[config.mk]
export PLATFORM = sky130hd
export DESIGN_NAME = uart_word_link
export DESIGN_NICKNAME = d
export VERILOG_FILES = /design/src/rtl/uart_word_link.sv
export SDC_FILE = /design/constraint.sdc
export NUM_CORES = 1
export LEC_CHECK = 0
export ABC_CLOCK_PERIOD_IN_PS = 3300
export BUFFER_PORTS_ARGS = -buffer_cell sky130_fd_sc_hd__buf_2
export CORE_MARGIN = 2
export CORE_UTILIZATION = 55
export CTS_CLUSTER_DIAMETER = 50
export DETAILED_ROUTE_END_ITERATION = 8
export PLACE_DENSITY_LB_ADDON = 0.2
export SYNTH_ARGS = -nofsm -noshare
export SYNTH_HDL_FRONTEND = slang
export SYNTH_SLANG_ARGS = --single-unit
[constraint.sdc]
create_clock -name clock -period 3.3 [get_ports clock]
set_input_delay 0.495 -clock clock [delete_from_list [all_inputs] [get_ports clock]]
set_output_delay 0.495 -clock clock [all_outputs]
set_load 0.1 [all_outputs]
[src/rtl/uart_word_link.sv]
`default_nettype none
// ============================================================================
// Module   : uart_word_link
// Purpose  : Multi-byte word link over a single UART tx/rx pair. A TX word
//            FIFO feeds an 8N1 serialiser (LSB byte first). An oversampled
//            deserialiser assembles bytes into words and pushes them into an
//            RX word FIFO. Both FIFOs use valid/ready handshakes.
// Options  : UART_WORD_PARITY_EN - adds an even-parity bit after the data
//            bits on TX and checks it on RX (11 bits per byte).
// Revision : 1.0 - initial release
// ============================================================================
module uart_word_link #(
    parameter int CLK_DIV    = 16,
    parameter int DATA_BYTES = 4,
    parameter int FIFO_DEPTH = 4
) (
    input  logic                    clock,
    input  logic                    reset,
    input  logic [8*DATA_BYTES-1:0] tx_data,
    input  logic                    tx_valid,
    output logic                    tx_ready,
    output logic [8*DATA_BYTES-1:0] rx_data,
    output logic                    rx_valid,
    input  logic                    rx_ready,
    output logic                    tx,
    input  logic                    rx,
    output logic                    tx_busy,
    output logic                    rx_frame_err,
    output logic                    rx_overflow
);
    localparam int W  = 8 * DATA_BYTES;
    localparam int AW = (FIFO_DEPTH > 1) ? $clog2(FIFO_DEPTH) : 1;
    localparam int CW = $clog2(FIFO_DEPTH + 1);
    localparam int BW = $clog2(CLK_DIV);
    localparam int IW = (DATA_BYTES > 1) ? $clog2(DATA_BYTES) : 1;

    localparam logic [2:0] S_IDLE   = 3'd0;
    localparam logic [2:0] S_START  = 3'd1;
    localparam logic [2:0] S_DATA   = 3'd2;
`ifdef UART_WORD_PARITY_EN
    localparam logic [2:0] S_PARITY = 3'd3;
`endif
    localparam logic [2:0] S_STOP   = 3'd4;

    // ---------------- TX FIFO ----------------
    logic [W-1:0]  txf_mem_q [FIFO_DEPTH];
    logic [AW-1:0] txf_wr_q, txf_wr_d, txf_rd_q, txf_rd_d;
    logic [CW-1:0] txf_cnt_q, txf_cnt_d;
    logic          w_txf_push, w_txf_pop;

    // ---------------- TX serialiser ----------------
    logic [2:0]    tx_state_q, tx_state_d;
    logic [BW-1:0] tx_baud_q, tx_baud_d;
    logic [2:0]    tx_bit_q, tx_bit_d;
    logic [IW-1:0] tx_byte_q, tx_byte_d;
    logic [W-1:0]  tx_sh_q, tx_sh_d;
    logic          tx_q, tx_d;
    logic          w_tx_baud_end;
`ifdef UART_WORD_PARITY_EN
    logic          tx_par_q, tx_par_d;
`endif

    assign tx_ready   = (txf_cnt_q < CW'(FIFO_DEPTH));
    assign w_txf_push = tx_valid & tx_ready;
    assign w_txf_pop  = (tx_state_q == S_IDLE) && (txf_cnt_q != '0);
    assign tx         = tx_q;
    assign tx_busy    = (tx_state_q != S_IDLE);

    // TX FIFO pointer/count update
    always_comb begin
        txf_wr_d  = w_txf_push ? txf_wr_q + AW'(1) : txf_wr_q;
        txf_rd_d  = w_txf_pop  ? txf_rd_q + AW'(1) : txf_rd_q;
        txf_cnt_d = txf_cnt_q;
        if (w_txf_push && !w_txf_pop)
            txf_cnt_d = txf_cnt_q + CW'(1);
        else if (!w_txf_push && w_txf_pop)
            txf_cnt_d = txf_cnt_q - CW'(1);
    end

    // TX serialiser next state; tx line is registered from the next state
    always_comb begin
        tx_state_d    = tx_state_q;
        tx_baud_d     = tx_baud_q;
        tx_bit_d      = tx_bit_q;
        tx_byte_d     = tx_byte_q;
        tx_sh_d       = tx_sh_q;
`ifdef UART_WORD_PARITY_EN
        tx_par_d      = tx_par_q;
`endif
        w_tx_baud_end = (tx_baud_q == BW'(CLK_DIV - 1));
        if (tx_state_q != S_IDLE)
            tx_baud_d = w_tx_baud_end ? '0 : tx_baud_q + BW'(1);
        case (tx_state_q)
            S_IDLE: begin
                if (w_txf_pop) begin
                    tx_sh_d    = txf_mem_q[txf_rd_q];
                    tx_byte_d  = '0;
                    tx_baud_d  = '0;
                    tx_state_d = S_START;
                end
            end
            S_START: begin
                if (w_tx_baud_end) begin
                    tx_bit_d   = 3'd0;
`ifdef UART_WORD_PARITY_EN
                    tx_par_d   = 1'b0;
`endif
                    tx_state_d = S_DATA;
                end
            end
            S_DATA: begin
                if (w_tx_baud_end) begin
                    // whole word shifts so the next byte lands in bits [7:0]
                    tx_sh_d  = tx_sh_q >> 1;
`ifdef UART_WORD_PARITY_EN
                    tx_par_d = tx_par_q ^ tx_sh_q[0];
`endif
                    if (tx_bit_q == 3'd7) begin
`ifdef UART_WORD_PARITY_EN
                        tx_state_d = S_PARITY;
`else
                        tx_state_d = S_STOP;
`endif
                    end else begin
                        tx_bit_d = tx_bit_q + 3'd1;
                    end
                end
            end
`ifdef UART_WORD_PARITY_EN
            S_PARITY: begin
                if (w_tx_baud_end)
                    tx_state_d = S_STOP;
            end
`endif
            S_STOP: begin
                if (w_tx_baud_end) begin
                    if (tx_byte_q == IW'(DATA_BYTES - 1)) begin
                        tx_state_d = S_IDLE;
                    end else begin
                        tx_byte_d  = tx_byte_q + IW'(1);
                        tx_state_d = S_START;
                    end
                end
            end
            default: tx_state_d = S_IDLE;
        endcase
        case (tx_state_d)
            S_START:  tx_d = 1'b0;
            S_DATA:   tx_d = tx_sh_d[0];
`ifdef UART_WORD_PARITY_EN
            S_PARITY: tx_d = tx_par_d;
`endif
            default:  tx_d = 1'b1;
        endcase
    end

    // ---------------- RX path ----------------
    logic [W-1:0]  rxf_mem_q [FIFO_DEPTH];
    logic [AW-1:0] rxf_wr_q, rxf_wr_d, rxf_rd_q, rxf_rd_d;
    logic [CW-1:0] rxf_cnt_q, rxf_cnt_d;
    logic          w_rxf_push, w_rxf_pop, w_word_done, w_rx_space;

    logic          rx_meta_q, rx_meta_d, rx_sync_q, rx_sync_d;
    logic [2:0]    rx_state_q, rx_state_d;
    logic [BW-1:0] rx_baud_q, rx_baud_d;
    logic [2:0]    rx_bit_q, rx_bit_d;
    logic [IW-1:0] rx_byte_q, rx_byte_d;
    logic [7:0]    rx_sh_q, rx_sh_d;
    logic [W-1:0]  rx_word_q, rx_word_d;
    logic          rx_armed_q, rx_armed_d;
    logic          rx_ferr_q, rx_ferr_d, rx_ovf_q, rx_ovf_d;
    logic          w_rx_samp, w_par_bad;
`ifdef UART_WORD_PARITY_EN
    logic          rx_perr_q, rx_perr_d;
    assign w_par_bad = rx_perr_q;
`else
    assign w_par_bad = 1'b0;
`endif

    assign rx_valid     = (rxf_cnt_q != '0);
    assign rx_data      = rx_valid ? rxf_mem_q[rxf_rd_q] : '0;
    assign rx_frame_err = rx_ferr_q;
    assign rx_overflow  = rx_ovf_q;
    assign w_rxf_pop    = rx_valid & rx_ready;
    // a same-cycle pop frees the slot the new word needs
    assign w_rx_space   = (rxf_cnt_q < CW'(FIFO_DEPTH)) || w_rxf_pop;
    assign w_rxf_push   = w_word_done & w_rx_space;

    // RX deserialiser, word assembly and RX FIFO bookkeeping
    always_comb begin
        rx_meta_d   = rx;
        rx_sync_d   = rx_meta_q;
        rx_state_d  = rx_state_q;
        rx_baud_d   = rx_baud_q;
        rx_bit_d    = rx_bit_q;
        rx_byte_d   = rx_byte_q;
        rx_sh_d     = rx_sh_q;
        rx_word_d   = rx_word_q;
        rx_armed_d  = rx_armed_q;
        rx_ferr_d   = 1'b0;
        w_word_done = 1'b0;
`ifdef UART_WORD_PARITY_EN
        rx_perr_d   = rx_perr_q;
`endif
        w_rx_samp   = (rx_baud_q == '0);
        if (rx_state_q != S_IDLE && !w_rx_samp)
            rx_baud_d = rx_baud_q - BW'(1);
        case (rx_state_q)
            S_IDLE: begin
                // a start is only accepted after the line was seen high
                if (rx_sync_q) begin
                    rx_armed_d = 1'b1;
                end else if (rx_armed_q) begin
                    rx_armed_d = 1'b0;
                    rx_baud_d  = BW'(CLK_DIV / 2 - 1);
                    rx_state_d = S_START;
                end
            end
            S_START: begin
                if (w_rx_samp) begin
                    if (!rx_sync_q) begin
                        rx_baud_d  = BW'(CLK_DIV - 1);
                        rx_bit_d   = 3'd0;
                        rx_state_d = S_DATA;
                    end else begin
                        rx_state_d = S_IDLE;
                    end
                end
            end
            S_DATA: begin
                if (w_rx_samp) begin
                    rx_sh_d   = {rx_sync_q, rx_sh_q[7:1]};
                    rx_baud_d = BW'(CLK_DIV - 1);
                    if (rx_bit_q == 3'd7) begin
`ifdef UART_WORD_PARITY_EN
                        rx_state_d = S_PARITY;
`else
                        rx_state_d = S_STOP;
`endif
                    end else begin
                        rx_bit_d = rx_bit_q + 3'd1;
                    end
                end
            end
`ifdef UART_WORD_PARITY_EN
            S_PARITY: begin
                if (w_rx_samp) begin
                    rx_perr_d  = rx_sync_q ^ (^rx_sh_q);
                    rx_baud_d  = BW'(CLK_DIV - 1);
                    rx_state_d = S_STOP;
                end
            end
`endif
            S_STOP: begin
                if (w_rx_samp) begin
                    rx_state_d = S_IDLE;
`ifdef UART_WORD_PARITY_EN
                    rx_perr_d  = 1'b0;
`endif
                    if (rx_sync_q && !w_par_bad) begin
                        rx_word_d[rx_byte_q*8 +: 8] = rx_sh_q;
                        if (rx_byte_q == IW'(DATA_BYTES - 1)) begin
                            w_word_done = 1'b1;
                            rx_byte_d   = '0;
                        end else begin
                            rx_byte_d = rx_byte_q + IW'(1);
                        end
                    end else begin
                        rx_ferr_d = 1'b1;
                        rx_byte_d = '0;
                        rx_word_d = '0;
                    end
                end
            end
            default: rx_state_d = S_IDLE;
        endcase

        rx_ovf_d  = w_word_done & ~w_rx_space;
        rxf_wr_d  = w_rxf_push ? rxf_wr_q + AW'(1) : rxf_wr_q;
        rxf_rd_d  = w_rxf_pop  ? rxf_rd_q + AW'(1) : rxf_rd_q;
        rxf_cnt_d = rxf_cnt_q;
        if (w_rxf_push && !w_rxf_pop)
            rxf_cnt_d = rxf_cnt_q + CW'(1);
        else if (!w_rxf_push && w_rxf_pop)
            rxf_cnt_d = rxf_cnt_q - CW'(1);
    end

    // FIFO storage: contents are don't-care until the count covers them
    always_ff @(posedge clock) begin
        if (w_txf_push) txf_mem_q[txf_wr_q] <= tx_data;
        if (w_rxf_push) rxf_mem_q[rxf_wr_q] <= rx_word_d;
    end

    // State registers with synchronous reset
    always_ff @(posedge clock) begin
        if (reset) begin
            txf_wr_q   <= '0;
            txf_rd_q   <= '0;
            txf_cnt_q  <= '0;
            tx_state_q <= S_IDLE;
            tx_baud_q  <= '0;
            tx_bit_q   <= '0;
            tx_byte_q  <= '0;
            tx_sh_q    <= '0;
            tx_q       <= 1'b1;
`ifdef UART_WORD_PARITY_EN
            tx_par_q   <= 1'b0;
            rx_perr_q  <= 1'b0;
`endif
            rxf_wr_q   <= '0;
            rxf_rd_q   <= '0;
            rxf_cnt_q  <= '0;
            rx_meta_q  <= 1'b1;
            rx_sync_q  <= 1'b1;
            rx_state_q <= S_IDLE;
            rx_baud_q  <= '0;
            rx_bit_q   <= '0;
            rx_byte_q  <= '0;
            rx_sh_q    <= '0;
            rx_word_q  <= '0;
            rx_armed_q <= 1'b0;
            rx_ferr_q  <= 1'b0;
            rx_ovf_q   <= 1'b0;
        end else begin
            txf_wr_q   <= txf_wr_d;
            txf_rd_q   <= txf_rd_d;
            txf_cnt_q  <= txf_cnt_d;
            tx_state_q <= tx_state_d;
            tx_baud_q  <= tx_baud_d;
            tx_bit_q   <= tx_bit_d;
            tx_byte_q  <= tx_byte_d;
            tx_sh_q    <= tx_sh_d;
            tx_q       <= tx_d;
`ifdef UART_WORD_PARITY_EN
            tx_par_q   <= tx_par_d;
            rx_perr_q  <= rx_perr_d;
`endif
            rxf_wr_q   <= rxf_wr_d;
            rxf_rd_q   <= rxf_rd_d;
            rxf_cnt_q  <= rxf_cnt_d;
            rx_meta_q  <= rx_meta_d;
            rx_sync_q  <= rx_sync_d;
            rx_state_q <= rx_state_d;
            rx_baud_q  <= rx_baud_d;
            rx_bit_q   <= rx_bit_d;
            rx_byte_q  <= rx_byte_d;
            rx_sh_q    <= rx_sh_d;
            rx_word_q  <= rx_word_d;
            rx_armed_q <= rx_armed_d;
            rx_ferr_q  <= rx_ferr_d;
            rx_ovf_q   <= rx_ovf_d;
        end
    end
endmodule
`default_nettype wire

==> results.ini <==
[timing]
period_needed_ns=2.68
rsz0062_at_grt=no
relSlewSlack=0.373
period_share=0.813
hold_violations=0
fmax_mhz=373
worst_pin_slew_ns=0.939
setup_violations=0
hold_ws_ns=0.172
drv_slew=0
fin_setup_tns_ns=0
setup_ws_ns=0.616
fin_skew_ns=0.0213

[final_layout]
area.growth.synth_to_final_pct=13.3
instances_no_fill=1458
final_net_count=1149
nFillCells=1974
insertedDiodeCount=0
drive_above_1_share=0.209

[floorplan]
core_um2=26800
dieWidth_um=169
dieArea_um2=28500
start_util=0.558
rows=60
io_pins=75
die_h_um=169

[clock_tree]
cts_setup_buffers=0
htreeDepth=2
cts_hold_buf=0
cts_tree=yes
cts.clk_slew.worst_paths_ns=0.06
clk_latency_ns=0.52
post_cts_resized=0
clock_sinks=376
cts_buffer_depth=3
cts_inserted_buffers=39
cts_root_buf=clkbuf_16

[detailed_routing]
vias_per_cell=5.62
wirelength_mm=26.5
wire_per_inst_um=18.2
num_vias=8197
first_iter_violations=473
ant_nets=0
drc_errors=0
dr.pass1.iters=4

[synthesis]
ys.flop_type=edfxtp_1
synth-seq-cells=376
synth_edf_count=256
ys_warn_count=0
synthesis.instances=1002
synth_async_sr_flop_share=0
yosysSeqAreaShare=0.674
syn_area_per_cell_um2=14.9
syn_nets=1064
yosysUniqueCellTypes=54
netlist_area_um2=15000

[worst_hold_path]
min_path_cells=2
hold_path_end=rx_meta_q$_SDFF_PP1_
min_from=rx
hold_class=primary input to register

[critical_path]
r2r-end=rxf_cnt_q[2]$_SDFFE_PP0P_
worstSetupPathType=register to register
r2r_slack_ns=0.62
critPathLaunchType=register
cp_max_fo=12
reg2regPathDepth=10
arrival_ns=3.12
r2r_start=rx_state_q[2]$_SDFFE_PP0P_
critPathCaptureType=register
critPathRequiredTime_ns=3.73

[global_routing]
grt_start_max_net_pins=53
grt_pass1_wl_mm=43.2
antenna_found_initial=1
first_global_vias=8332
gr-usage-all-layers=0.190
gr-total-overflow=0

[placement]
dpl.hpwl_mm=15.7
dp.cells=1387
gp_congestion=0.737
place_worst_setup_slack_ns=0.681
io_buffers=74

[power]
power_density_nw_per_um2=691
p_leak_nw=6.42
irDropWorstVdd_uv=564

[outcome]
outcome=complete, no violations

[flow_run]
cap_viol_max_count=0

-- where the power goes --
part           internal [mW]  switching [mW]
Sequential              5.40           0.246
Clock                   2.47            1.67
Combinational          0.779            1.15
Total                   8.64            3.07
-- layer usage --
| metal | vias up | wire length (um) | global-route usage |
|---|---|---|---|
| met5 | - | 8 | 0 |
| met1 | 4055 | 11200 | 0.239 |
| met4 | 2 | 517 | 0.0555 |
| li1 | 3934 | - | - |
| met2 | 164 | 13700 | 0.338 |
| met3 | 42 | 1110 | 0.0353 |
-- synth_stat cells (2+ instances only) --
library cell | instances | area, um2
buf_2 | 19 | 95.1
mux4_2 | 64 | 1440
o21bai_1 | 2 | 15.0
or2_2 | 5 | 31.3
nand2b_1 | 3 | 18.8
clkbuf_1 | 31 | 116
and3_1 | 7 | 43.8
a31oi_1 | 3 | 18.8
nor3_1 | 11 | 55.1
nand4_1 | 2 | 12.5
nor3b_1 | 10 | 75.1
xnor2_1 | 3 | 26.3
mux2i_1 | 36 | 360
nor2_1 | 84 | 315
or3b_2 | 3 | 26.3
dfxtp_1 | 120 | 2400
or3b_1 | 2 | 17.5
edfxtp_1 | 256 | 7690
a221oi_1 | 2 | 17.5
mux2_2 | 2 | 22.5
inv_1 | 17 | 63.8
a211oi_1 | 3 | 22.5
nor3b_2 | 2 | 25.0
xor2_1 | 8 | 70.1
fa_1 | 2 | 40.0
buf_1 | 3 | 11.3
nor4b_1 | 2 | 17.5
a21oi_1 | 53 | 265
nor2_4 | 2 | 22.5
and2_1 | 71 | 444
a22oi_1 | 36 | 270
ha_1 | 23 | 288
nand2_1 | 56 | 210
o21ai_0 | 13 | 65.1
a2bb2oi_1 | 9 | 78.8
nor2b_1 | 3 | 18.8
nand3_1 | 9 | 45.0
or3_1 | 9 | 56.3
-- worst max path at each step --
| stage | startpoint | endpoint | slack [ns] | depth (start not counted) |
|---|---|---|---|---|
| after global routing | rx_state_q[2]$_SDFFE_PP0P_ | rxf_cnt_q[2]$_SDFFE_PP0P_ | 0.33 | 10 |
| after floorplan | rxf_cnt_q[0]$_SDFFE_PP0P_ | rx_data[22] | 0.27 | 4 |
| after detailed placement | rx_state_q[2]$_SDFFE_PP0P_ | rxf_cnt_q[2]$_SDFFE_PP0P_ | 0.68 | 10 |
| after global placement | rx_state_q[2]$_SDFFE_PP0P_ | rxf_cnt_q[2]$_SDFFE_PP0P_ | 0.73 | 10 |
| final | rx_state_q[2]$_SDFFE_PP0P_ | rxf_cnt_q[2]$_SDFFE_PP0P_ | 0.62 | 10 |
| after CTS | register | rx_data[13] | 0.61 | 4 |
-- worst max-delay path, stage by stage (launching register included) --
cell	delay [ns]
dfxtp_1	0.51
nor3b_1	0.23
buf_4	0.17
and3_1	0.30
and2_1	0.17
ha_1	0.18
inv_1	0.06
fa_1	0.37
xor2_1	0.16
or3_1	0.31
a21oi_1	0.16
-- logic make-up (layout without fill, tap and decap cells) --
family	count (synthesis)	in the layout	synth area share
XOR/XNOR	11	11	0.00644
AO/OA/AOI/OAI	128	128	0.0548
multiplexers	102	102	0.122
buffers and inverters	71	186	0.0199
AND/OR/NAND/NOR	289	289	0.101
adder cells (fa/ha/maj)	25	25	0.0219
flip-flops	376	376	0.674
-- flip-flops by register name, summed over array words and instances (netlist names), 2 cells and up, named ones only --
register / cells
tx_sh_q: 32
rx_state_q: 3
rxf_rd_q: 2
tx_byte_q: 2
rx_word_q: 32
rx_sh_q: 8
tx_state_q: 3
tx_bit_q: 3
rx_bit_q: 3
rx_baud_q: 4
txf_cnt_q: 3
rxf_cnt_q: 3
rx_byte_q: 2
txf_wr_q: 2
rxf_mem_q: 128
rxf_wr_q: 2
tx_baud_q: 4
txf_mem_q: 128
txf_rd_q: 2
-- layout make-up --
| cell class | count | area (um2) | share of cell area |
|---|---|---|---|
| clock buffers | 59 | 1100 | 0.0651 |
| repair buffers | 98 | 576 | 0.0339 |
| flip-flops and latches | 376 | 10100 | 0.595 |
| well taps | 341 | 427 | 0.0252 |
| multi-input cells | 555 | 4580 | 0.270 |
| inverters | 17 | 63.8 | 0.00376 |
| clock inverters | 12 | 110 | 0.00649 |
-- stage by stage --
| step | total power, mW | utilization | cell area [um2] |
|---|---|---|---|
| detailed placement | 7.71 | 0.587 | 15700 |
| floorplan | 7.21 | - | 15000 |
| global route | 12.2 | 0.633 | 17000 |
| CTS | 11.9 | 0.633 | 17000 |
| global placement | 7.65 | 0.587 | 15700 |
| finish | 11.7 | 0.633 | 17000 |
-- cells in the final DEF (no fill, tap or decap), drive strengths merged, types with 12 or more instances in the layout --
cell type	Yosys	final
a22oi	36	36
buf	23	98
mux4	64	64
ha	23	23
clkbuf	31	59
and2	72	72
edfxtp	256	256
mux2i	36	36
a21oi	53	53
nand2	56	56
dfxtp	120	120
o21ai	14	14
nor3b	12	12
nor2	86	86
inv	17	18
nor3	13	13
(Power assumes the default switching activity.)
